<file path="src/rtl/ifetch_pkg.sv">
// ifetch_pkg: shared types and constants for the instruction fetch unit.
//   state_t          : fetch FSM states (IDLE, WAIT, DROP)
//   WORD_SHIFT       : byte-address to word-index shift
//   DEFAULT_RESET_PC : default fetch address after reset
//   entry_t          : prefetch entry layout {pc, inst} at the default widths
package ifetch_pkg;

   typedef enum logic [1:0] {
      IDLE = 2'd0,   // no request outstanding
      WAIT = 2'd1,   // request outstanding, returned data is kept
      DROP = 2'd2    // request outstanding, returned data is discarded
   } state_t;

   localparam int          WORD_SHIFT       = 2;
   localparam logic [31:0] DEFAULT_RESET_PC = 32'h0000_0000;

   typedef struct packed {
      logic [31:0] pc;
      logic [31:0] inst;
   } entry_t;

endpackage

</file>
<file path="src/rtl/ifetch_unit_fifo.sv">
// fetch_fifo: synchronous prefetch FIFO with flush.
//   clk, rst : clock and synchronous active-high reset
//   push     : write wdata (ignored when full)
//   pop      : drop head entry (ignored when empty)
//   flush    : empty the FIFO; overrides push and pop
//   wdata    : entry to write
//   rdata    : head entry, zero while empty
//   count    : number of valid entries (0..DEPTH)
module fetch_fifo #(
   parameter  int WIDTH = 64,
   parameter  int DEPTH = 2,
   localparam int PTR_W = $clog2(DEPTH),
   localparam int CNT_W = PTR_W + 1
) (
   input  logic             clk,
   input  logic             rst,
   input  logic             push,
   input  logic             pop,
   input  logic             flush,
   input  logic [WIDTH-1:0] wdata,
   output logic [WIDTH-1:0] rdata,
   output logic [CNT_W-1:0] count
);

   localparam logic [CNT_W-1:0] DEPTH_C = CNT_W'(DEPTH);

   logic [WIDTH-1:0] mem_r [DEPTH];
   logic [PTR_W-1:0] wr_ptr_r;
   logic [PTR_W-1:0] rd_ptr_r;
   logic [CNT_W-1:0] count_r;
   logic             do_push_s;
   logic             do_pop_s;

   assign do_push_s = push && (count_r != DEPTH_C);
   assign do_pop_s  = pop && (count_r != {CNT_W{1'b0}});

   // Pointer and occupancy bookkeeping; DEPTH is a power of two so pointers wrap naturally.
   always_ff @(posedge clk) begin
      if (rst || flush) begin
         wr_ptr_r <= {PTR_W{1'b0}};
         rd_ptr_r <= {PTR_W{1'b0}};
         count_r  <= {CNT_W{1'b0}};
      end else begin
         if (do_push_s) begin
            wr_ptr_r <= wr_ptr_r + PTR_W'(1);
         end
         if (do_pop_s) begin
            rd_ptr_r <= rd_ptr_r + PTR_W'(1);
         end
         count_r <= count_r + CNT_W'(do_push_s) - CNT_W'(do_pop_s);
      end
   end

   // Entry storage; contents of empty slots are never observed, so no reset is needed.
   always_ff @(posedge clk) begin
      if (do_push_s && !flush && !rst) begin
         mem_r[wr_ptr_r] <= wdata;
      end
   end

   assign rdata = (count_r != {CNT_W{1'b0}}) ? mem_r[rd_ptr_r] : {WIDTH{1'b0}};
   assign count = count_r;

endmodule

</file>
<file path="src/rtl/ifetch_unit.sv">
// ifetch_unit: instruction fetch unit feeding the decode path.
//   clk, rst              : clock, synchronous active-high reset
//   redirect_valid/_addr  : taken branch/jump and its byte target
//   mem_req/mem_addr      : word-indexed read request to instruction memory
//   mem_ack/mem_rdata     : read data return (only while mem_req=1)
//   inst_valid/inst_ready : valid/ready handshake toward decode
//   inst_data/inst_pc     : head instruction and its byte PC (zero when invalid)
//   misalign_err          : one-cycle pulse after a redirect with low address bits set
// At most one request is outstanding and its FIFO slot is reserved at issue,
// so an acknowledged word always has room to be written.
import ifetch_pkg::*;

module ifetch_unit #(
   parameter int                ADDR_W   = 32,
   parameter int                DATA_W   = 32,
   parameter int                DEPTH    = 2,
   parameter logic [ADDR_W-1:0] RESET_PC = DEFAULT_RESET_PC
) (
   input  logic                         clk,
   input  logic                         rst,
   input  logic                         redirect_valid,
   input  logic [ADDR_W-1:0]            redirect_addr,
   output logic                         mem_req,
   output logic [ADDR_W-WORD_SHIFT-1:0] mem_addr,
   input  logic                         mem_ack,
   input  logic [DATA_W-1:0]            mem_rdata,
   output logic                         inst_valid,
   input  logic                         inst_ready,
   output logic [DATA_W-1:0]            inst_data,
   output logic [ADDR_W-1:0]            inst_pc,
   output logic                         misalign_err
);

   localparam int                CNT_W   = $clog2(DEPTH) + 1;
   localparam int                WA_W    = ADDR_W - WORD_SHIFT;
   localparam logic [CNT_W:0]    DEPTH_C = (CNT_W + 1)'(DEPTH);
   localparam logic [ADDR_W-1:0] PC_STEP = ADDR_W'(1) << WORD_SHIFT;

   state_t              state_r,    state_nx_s;
   logic [ADDR_W-1:0]   fetch_pc_r, fetch_pc_nx_s;
   logic                mem_req_r,  mem_req_nx_s;
   logic [WA_W-1:0]     mem_addr_r, mem_addr_nx_s;
   logic                misalign_r;

   logic [CNT_W-1:0]    count_s;
   logic [CNT_W:0]      post_cnt_s;
   logic                push_s;
   logic                pop_s;
   logic [ADDR_W-1:0]   target_s;
   logic [ADDR_W-1:0]   pc_inc_s;
   logic [ADDR_W+DATA_W-1:0] head_s;

   assign pop_s    = inst_valid && inst_ready;
   assign target_s = {redirect_addr[ADDR_W-1:WORD_SHIFT], {WORD_SHIFT{1'b0}}};
   assign pc_inc_s = fetch_pc_r + PC_STEP;
   // Occupancy after this cycle's push (the ack being considered) and pop.
   assign post_cnt_s = {1'b0, count_s} + (CNT_W + 1)'(1) - (CNT_W + 1)'(pop_s);

   // Next-state, PC and request logic for the fetch FSM.
   always_comb begin
      state_nx_s    = state_r;
      fetch_pc_nx_s = fetch_pc_r;
      mem_req_nx_s  = mem_req_r;
      mem_addr_nx_s = mem_addr_r;
      push_s        = 1'b0;
      case (state_r)
         IDLE: begin
            if (redirect_valid) begin
               fetch_pc_nx_s = target_s;
            end else if ({1'b0, count_s} < DEPTH_C) begin
               state_nx_s    = WAIT;
               mem_req_nx_s  = 1'b1;
               mem_addr_nx_s = fetch_pc_r[ADDR_W-1:WORD_SHIFT];
            end else begin
               state_nx_s = IDLE;
            end
         end
         WAIT: begin
            if (mem_ack && redirect_valid) begin
               // Acked word belongs to the old path: drop it and restart from the target.
               state_nx_s    = IDLE;
               mem_req_nx_s  = 1'b0;
               fetch_pc_nx_s = target_s;
            end else if (mem_ack) begin
               push_s        = 1'b1;
               fetch_pc_nx_s = pc_inc_s;
               if (post_cnt_s < DEPTH_C) begin
                  mem_addr_nx_s = pc_inc_s[ADDR_W-1:WORD_SHIFT];
               end else begin
                  state_nx_s   = IDLE;
                  mem_req_nx_s = 1'b0;
               end
            end else if (redirect_valid) begin
               // Request must stay stable until acked; its data will be discarded.
               state_nx_s    = DROP;
               fetch_pc_nx_s = target_s;
            end else begin
               state_nx_s = WAIT;
            end
         end
         DROP: begin
            if (redirect_valid) begin
               fetch_pc_nx_s = target_s;
            end else begin
               fetch_pc_nx_s = fetch_pc_r;
            end
            if (mem_ack) begin
               state_nx_s   = IDLE;
               mem_req_nx_s = 1'b0;
            end else begin
               state_nx_s = DROP;
            end
         end
         default: begin
            state_nx_s   = IDLE;
            mem_req_nx_s = 1'b0;
         end
      endcase
   end

   // State, PC and memory request registers.
   always_ff @(posedge clk) begin
      if (rst) begin
         state_r    <= IDLE;
         fetch_pc_r <= RESET_PC;
         mem_req_r  <= 1'b0;
         mem_addr_r <= RESET_PC[ADDR_W-1:WORD_SHIFT];
         misalign_r <= 1'b0;
      end else begin
         state_r    <= state_nx_s;
         fetch_pc_r <= fetch_pc_nx_s;
         mem_req_r  <= mem_req_nx_s;
         mem_addr_r <= mem_addr_nx_s;
         misalign_r <= redirect_valid && (redirect_addr[WORD_SHIFT-1:0] != {WORD_SHIFT{1'b0}});
      end
   end

   fetch_fifo #(
      .WIDTH (ADDR_W + DATA_W),
      .DEPTH (DEPTH)
   ) u_fifo (
      .clk   (clk),
      .rst   (rst),
      .push  (push_s),
      .pop   (pop_s),
      .flush (redirect_valid),
      .wdata ({fetch_pc_r, mem_rdata}),
      .rdata (head_s),
      .count (count_s)
   );

   assign inst_valid   = (count_s != {CNT_W{1'b0}});
   assign inst_pc      = head_s[ADDR_W+DATA_W-1:DATA_W];
   assign inst_data    = head_s[DATA_W-1:0];
   assign mem_req      = mem_req_r;
   assign mem_addr     = mem_addr_r;
   assign misalign_err = misalign_r;

endmodule
</file>
<file path="config.mk">
export PLATFORM = sky130hd
export DESIGN_NAME = ifetch_unit
export DESIGN_NICKNAME = d
export VERILOG_FILES = /design/src/rtl/ifetch_pkg.sv /design/src/rtl/ifetch_unit_fifo.sv /design/src/rtl/ifetch_unit.sv
export SDC_FILE = /design/constraint.sdc
export NUM_CORES = 1
export LEC_CHECK = 0
export ABC_AREA = 1
export BUFFER_PORTS_ARGS = -buffer_cell sky130_fd_sc_hd__buf_2
export CORE_ASPECT_RATIO = 0.8
export CORE_MARGIN = 2
export CORE_UTILIZATION = 56
export DETAILED_ROUTE_END_ITERATION = 12
export GPL_TIMING_DRIVEN = 1
export PLACE_DENSITY = 0.87
export SYNTH_ARGS = -nofsm -noshare
export SYNTH_HDL_FRONTEND = slang
export SYNTH_HIERARCHICAL = 1
export SYNTH_SLANG_ARGS = --single-unit
</file>
<file path="constraint.sdc">
create_clock -name clk -period 7.1 [get_ports clk]
set_input_delay 0.71 -clock clk [delete_from_list [all_inputs] [get_ports clk]]
set_output_delay 0.71 -clock clk [all_outputs]
set_load 0.005 [all_outputs]
</file>
Yosys cells after proc, flatten, opt, wreduce, memory -nomap -nowiden
Memories as Yosys holds them, arrays and structs flattened. A register that Yosys moved wholly into a read port is not among the register bits.
Cells that the tools add are included.
Operators by class
  add/subtract/negate cells: 7
  $lt $le $gt $ge: 2
  equal/unequal tests: 12
  muxes and demuxes: 33
  reduce and logical (&&, ||, !) cells: 19
Operators with widths (count)
  30-bit two-way mux: 5
  32-bit two-way mux: 3
  64-bit two-way mux: 1
  32-bit case mux with 2 select lines: 1
  30-bit case mux with 2 select lines: 1
  32-bit by 3-bit adder with 32-bit output, second input constant: 1
  1-bit two-way mux: 14
  2-bit inequality test, second input constant: 7
  2-bit two-way mux: 6
  2-bit nonzero test: 4
  1-bit logical AND: 7
  3-bit inequality test, second input constant: 2
  2-bit case mux with 3 select lines: 1
  6-bit AND reduction: 1
  5-bit AND reduction: 1
  4-bit inequality test, second input constant: 1
  2-bit by 1-bit adder with 3-bit output, second input constant: 1
  3-bit by 2-bit < comparator with 1-bit output, second input constant: 1
  1-bit case mux with 3 select lines: 1
  3-bit by 1-bit subtractor with 3-bit output: 1
  1-bit adder, second input constant: 2
  2-bit by 1-bit adder with 2-bit output: 1
  2-bit by 1-bit equality test with 1-bit output, second input constant: 1
  2-bit equality test, second input constant: 1
  7 further kinds: 8
Word-level totals
  flip-flop bits (word level): 70
  memory bits (writable): 128
  output and inout bits: 97
  word-level logic and storage cells: 82
  memories kept: 1
Memory list
  u_fifo.mem_r: depth 2, width 64, read ports 1, clocked after Yosys merged registers in 1, wr ports 1, RTL line ifetch_unit_fifo.sv:27  | logic [WIDTH-1:0] mem_r [DEPTH];

Longest topological paths before layout
  depth in word-level cells: 8
  depth in mapped cells: 13

Cells and area by module
The synthesis kept the hierarchy.
By module, submodules not included
  fetch_fifo: instances 1, cells each 380, area each 5291.3 um^2
  ifetch_unit: instances 1, cells each 642, area each 4105.2 um^2

Worst setup path before layout
OpenSTA, ideal clock, no wires.
  path kind: input-to-reg
  start: input port mem_ack
  end: memory u_fifo.mem_r[1][0], enable pin
  setup time: 0.565 ns
  arrival time: 5.516 ns
  data required time: 6.535 ns
  path slack: 1.019 ns
  cell stages on the path: 6
  buffers on the path: 0
  cells stage by stage: inv_2 -> nor2_4 -> inv_2 -> nor2_4 -> nand2_1 -> nor3_1
Between the ends
  cells in the longest elaborated chain, start to end: 8
  elaborated cells on any way between the ends: 9
Ends and longest elaborated chain
  from (decl): RTL line ifetch_unit.sv:25  | input logic mem_ack,
  1-bit two-way mux or 1-bit logical AND (tied branches): RTL line ifetch_unit.sv:84, ifetch_unit.sv:79
  1-bit two-way mux *: RTL line ifetch_unit.sv:79  | if (mem_ack && redirect_valid) begin
  1-bit two-way mux *: RTL line ifetch_unit.sv:66  | case (state_r)
  via push_s: RTL line ifetch_unit.sv:47  | logic push_s;
  1-bit logical AND *: RTL line ifetch_unit_fifo.sv:34  | assign do_push_s = push && (count_r != DEPTH_C);
  1-bit logical AND * (2 in a row): RTL line ifetch_unit_fifo.sv:56  | if (do_push_s && !flush && !rst) begin
  1-bit two-way mux *: RTL line ifetch_unit_fifo.sv:56
  1-bit two-way mux (implied by the code) *: RTL line ifetch_unit_fifo.sv:57  | mem_r[wr_ptr_r] <= wdata;
  to (decl): RTL line ifetch_unit_fifo.sv:27
The timed path passes the listed nets; every way through them passes the cells marked *.

==> flow_metrics.py <==
metrics = {
    "placement": {
        "dp_hpwl_mm": 15.5,
        "gp_congestion": 0.917,
        "port_buffers": 165,
        "place_ws_ns": 3.92,
        "dp_cells": 1361,
    },
    "drt": {
        "drt_first_pass_iters": 5,
        "drc": 0,
        "wl_mm": 23.6,
        "wl_per_cell_um": 17.0,
        "viasPerCell": 5.64,
        "vias": 7856,
        "drt_iter0_drc": 810,
        "final_antenna_net_count": 0,
    },
    "clocking": {
        "cts_tree": "built",
        "clk_pin_slew_ns": 0.07,
        "cts_buffer_depth": 2,
        "postCtsSetupBuffers": 0,
        "numCtsBuffers": 17,
        "cts-root-buf": "clkbuf_16",
        "postCtsHoldBufs": 0,
        "cts_htree_levels": 4,
        "clock-sinks": 199,
        "ctsResizeCount": 0,
        "clock_latency_ns": 0.45,
    },
    "setup_path": {
        "r2r_cells": 9,
        "worstPathArrival_ns": 2.51,
        "r2r_slack_ns": 4.51,
        "cp_top_family": "buffers and inverters",
        "crit_fanout": 65,
        "endpoint_kind": "output pin",
        "timing.rr.end": "fetch_pc_r[31]",
        "cp-start-kind": "flop",
        "path_buf_inv": 3,
        "slowest_delay_ns": 0.87,
        "required_ns": 6.39,
        "slowest_stage": "inv_2",
        "worstReg2RegStart": "state_r[0]",
        "criticalPathCategory": "flop to output pin",
        "cp_cell_sequence": "buf_4 -> inv_2 -> nand2_1 -> a21oi_2 -> buf_2",
    },
    "die": {
        "fp.coreArea_sq_um": 16500,
        "die_area_sq_um": 17800,
        "die_h_um": 120,
        "die_w_um": 149,
        "initial_core_util_pct": 56.9,
        "num_rows": 42,
        "pin_count": 166,
    },
    "layout": {
        "nets": 1232,
        "syn_to_final_growth_pct": 14.7,
        "layout_commonest_cell": "nand2_1",
        "fillers": 1228,
        "layout-drive-gt1-share_pct": 25.1,
        "stdcell_count": 1393,
        "diodes": 0,
        "final_cell_mix": "366 x nand2_1, 165 x buf_2, 128 x edfxtp_1, 104 x a21oi_1, 70 x dfxtp_1",
    },
    "sta": {
        "hold_violations": 0,
        "setup_viol": 0,
        "slew_headroom_pct": 27.4,
        "final_max_slew_viol_count": 0,
        "fin_crit_ns": 3.22,
        "hold-worst-slack_ns": 0.456,
        "fmax_mhz": 310,
        "tns_ns": 0,
        "period_share_pct": 45.4,
        "rsz0062_at_grt": "false",
        "tightest_slew_ns": 1.09,
        "finClkSkew_ns": 0.0186,
        "setup_ws_ns": 3.88,
    },
    "global_routing": {
        "grt_pass1_wl_mm": 37.3,
        "grt_pass1_vias": 7257,
        "grt.met2_usage_pct": 41.1,
        "met3_usage_pct": 6.77,
        "grt_max_degree": 66,
        "grt.overflow.total": 0,
        "antenna_found_initial": 0,
        "grtUsageMet1_pct": 38.6,
        "grt_usage_pct": 27.0,
        "busiest_layer": "met2",
    },
    "power_and_ir_drop": {
        "pwr-share-seq_pct": 52.9,
        "vdd_ir_drop_max_v": 0.000178,
        "p_switching_w": 0.000640,
        "p_sw_share_pct": 25.6,
        "power.internal_w": 0.00186,
        "power-per-cell-area_nw_per_um2": 232,
        "pwr-share-comb_pct": 9.3,
        "p_total_w": 0.00250,
        "clock_power_share_pct": 37.8,
        "power.leakage_nw": 4.31,
    },
    "synth": {
        "async_flop_share_pct": 0,
        "synth_area_sq_um": 9400,
        "yosys_warnings": 6,
        "ys.flop_type": "edfxtp_1",
        "synth_cell_types": 38,
        "syn_avg_cell_area_sq_um": 9.19,
        "ys_seq_elements": 199,
        "synthCells": 1022,
        "syn-num-nets": 1094,
        "synth_edf_count": 128,
        "seq_area_frac_synth_pct": 56.0,
    },
    "worst_hold_path": {
        "hold_end": "u_fifo/mem_r[0][24]",
        "holdPathStages": 1,
        "hold_path_class": "input pin to flop",
        "min_from": "mem_rdata[24]",
    },
    "flow_run": {
        "maxCapViolations": 0,
    },
    "run_status": {
        "outcome": "completed",
    },
}
[Yosys cell counts (2+ instances only)]
cell | instances | share of area [%]
edfxtp_1 | 128 | 41
nor3_1 | 3 | 0.16
ha_1 | 3 | 0.40
or2_2 | 2 | 0.13
dfxtp_1 | 71 | 15
a22oi_1 | 25 | 2.0
buf_4 | 2 | 0.16
nand3b_1 | 4 | 0.32
inv_2 | 9 | 0.36
a31oi_1 | 2 | 0.13
nand2_1 | 366 | 15
nand3_1 | 28 | 1.5
nor2_2 | 5 | 0.33
buf_8 | 2 | 0.32
xnor2_1 | 2 | 0.19
a21oi_2 | 53 | 4.9
o21ai_0 | 40 | 2.1
nand4_1 | 2 | 0.13
inv_1 | 39 | 1.6
buf_1 | 5 | 0.20
buf_2 | 21 | 1.1
buf_6 | 13 | 1.6
nand2_2 | 7 | 0.47
nand2_4 | 2 | 0.24
o211ai_1 | 2 | 0.16
clkbuf_1 | 8 | 0.32
xor2_1 | 13 | 1.2
a21oi_1 | 104 | 5.5
nor2_4 | 12 | 1.4
nor2_1 | 40 | 1.6
and2_1 | 2 | 0.13
[worst register-to-register path: cells and delay by family (launching register included)]
family	cells	cell delay, ns
buffers and inverters	3	0.94
AND/OR/NAND/NOR	3	0.68
AO/OA/AOI/OAI	3	0.52
flip-flops	1	0.38
[registers in the layout (all words and copies together) (netlist names), named ones only]
| name | count |
|---|---|
| fetch_pc_r | 32 |
| mem_addr | 30 |
| mem_req | 1 |
| misalign_err | 1 |
| state_r | 2 |
| u_fifo/count | 2 |
| u_fifo/mem_r | 128 |
| u_fifo/rd_ptr_r | 1 |
| u_fifo/wr_ptr_r | 1 |
[cell families after synthesis]
| group | after synthesis | synth area share [%] |
|---|---|---|
| and+or+nand+nor | 475 | 21.2 |
| AOI/OAI and AO/OA | 228 | 15.1 |
| DFF | 199 | 56.0 |
| buffers and inverters | 101 | 5.73 |
| xor gates and xnor gates | 16 | 1.57 |
| adders and majority gates | 3 | 0.400 |
[layout make-up]
type | instances | area, sq um | share of cell area, %
Clock buffer | 21 | 460 | 4.27
Clock inverter | 11 | 115 | 1.07
Sequential cell | 199 | 5270 | 48.9
Multi-Input combinational cell | 722 | 3600 | 33.4
Inverter | 50 | 193 | 1.79
Timing Repair Buffer | 170 | 863 | 8.01
Tap cell | 220 | 275 | 2.55
[how the worst max path moves through the flow]
stage                     slack, ns                   to           start  depth (start not counted)
final                          3.88         inst_data[1]            flop                          5
after floorplan                1.02   u_fifo/mem_r[1][0]         mem_ack                          6
after global placement         4.00  u_fifo/mem_r[1][57]  redirect_valid                          7
after detailed placement       3.92  u_fifo/mem_r[1][56]  redirect_valid                          7
after CTS                      3.84          inst_pc[28]            flop                          5
after global routing           3.66          inst_pc[30]            flop                          5
[metrics by stage]
| stage | cell area (sq um) | util [%] |
|---|---|---|
| 2_1_floorplan | 9400 | - |
| 3_3_place_gp | 10200 | 61.8 |
| 3_5_place_dp | 10200 | 61.8 |
| 4_1_cts | 10800 | 65.3 |
| 5_1_grt | 10800 | 65.3 |
| 6_report | 10800 | 65.3 |
[power by group through the flow]
stage	registers [W]	logic [W]	clock network, W
CTS	0.00132	0.000227	0.000954
global route	0.00133	0.000256	0.00100
global placement	0.00134	0.000219	0
detailed placement	0.00134	0.000225	0
finish	0.00132	0.000232	0.000946
floorplan	0.00133	0.000147	0
[metal layers]
metal / vias up / share of wire [%]
met2: 502 / 44
met1: 3605 / 42
met3: 42 / 12
li1: 3707 / -
met5: - / 0
met4: 0 / 1.8
Power figures use the tool's default switching activity.
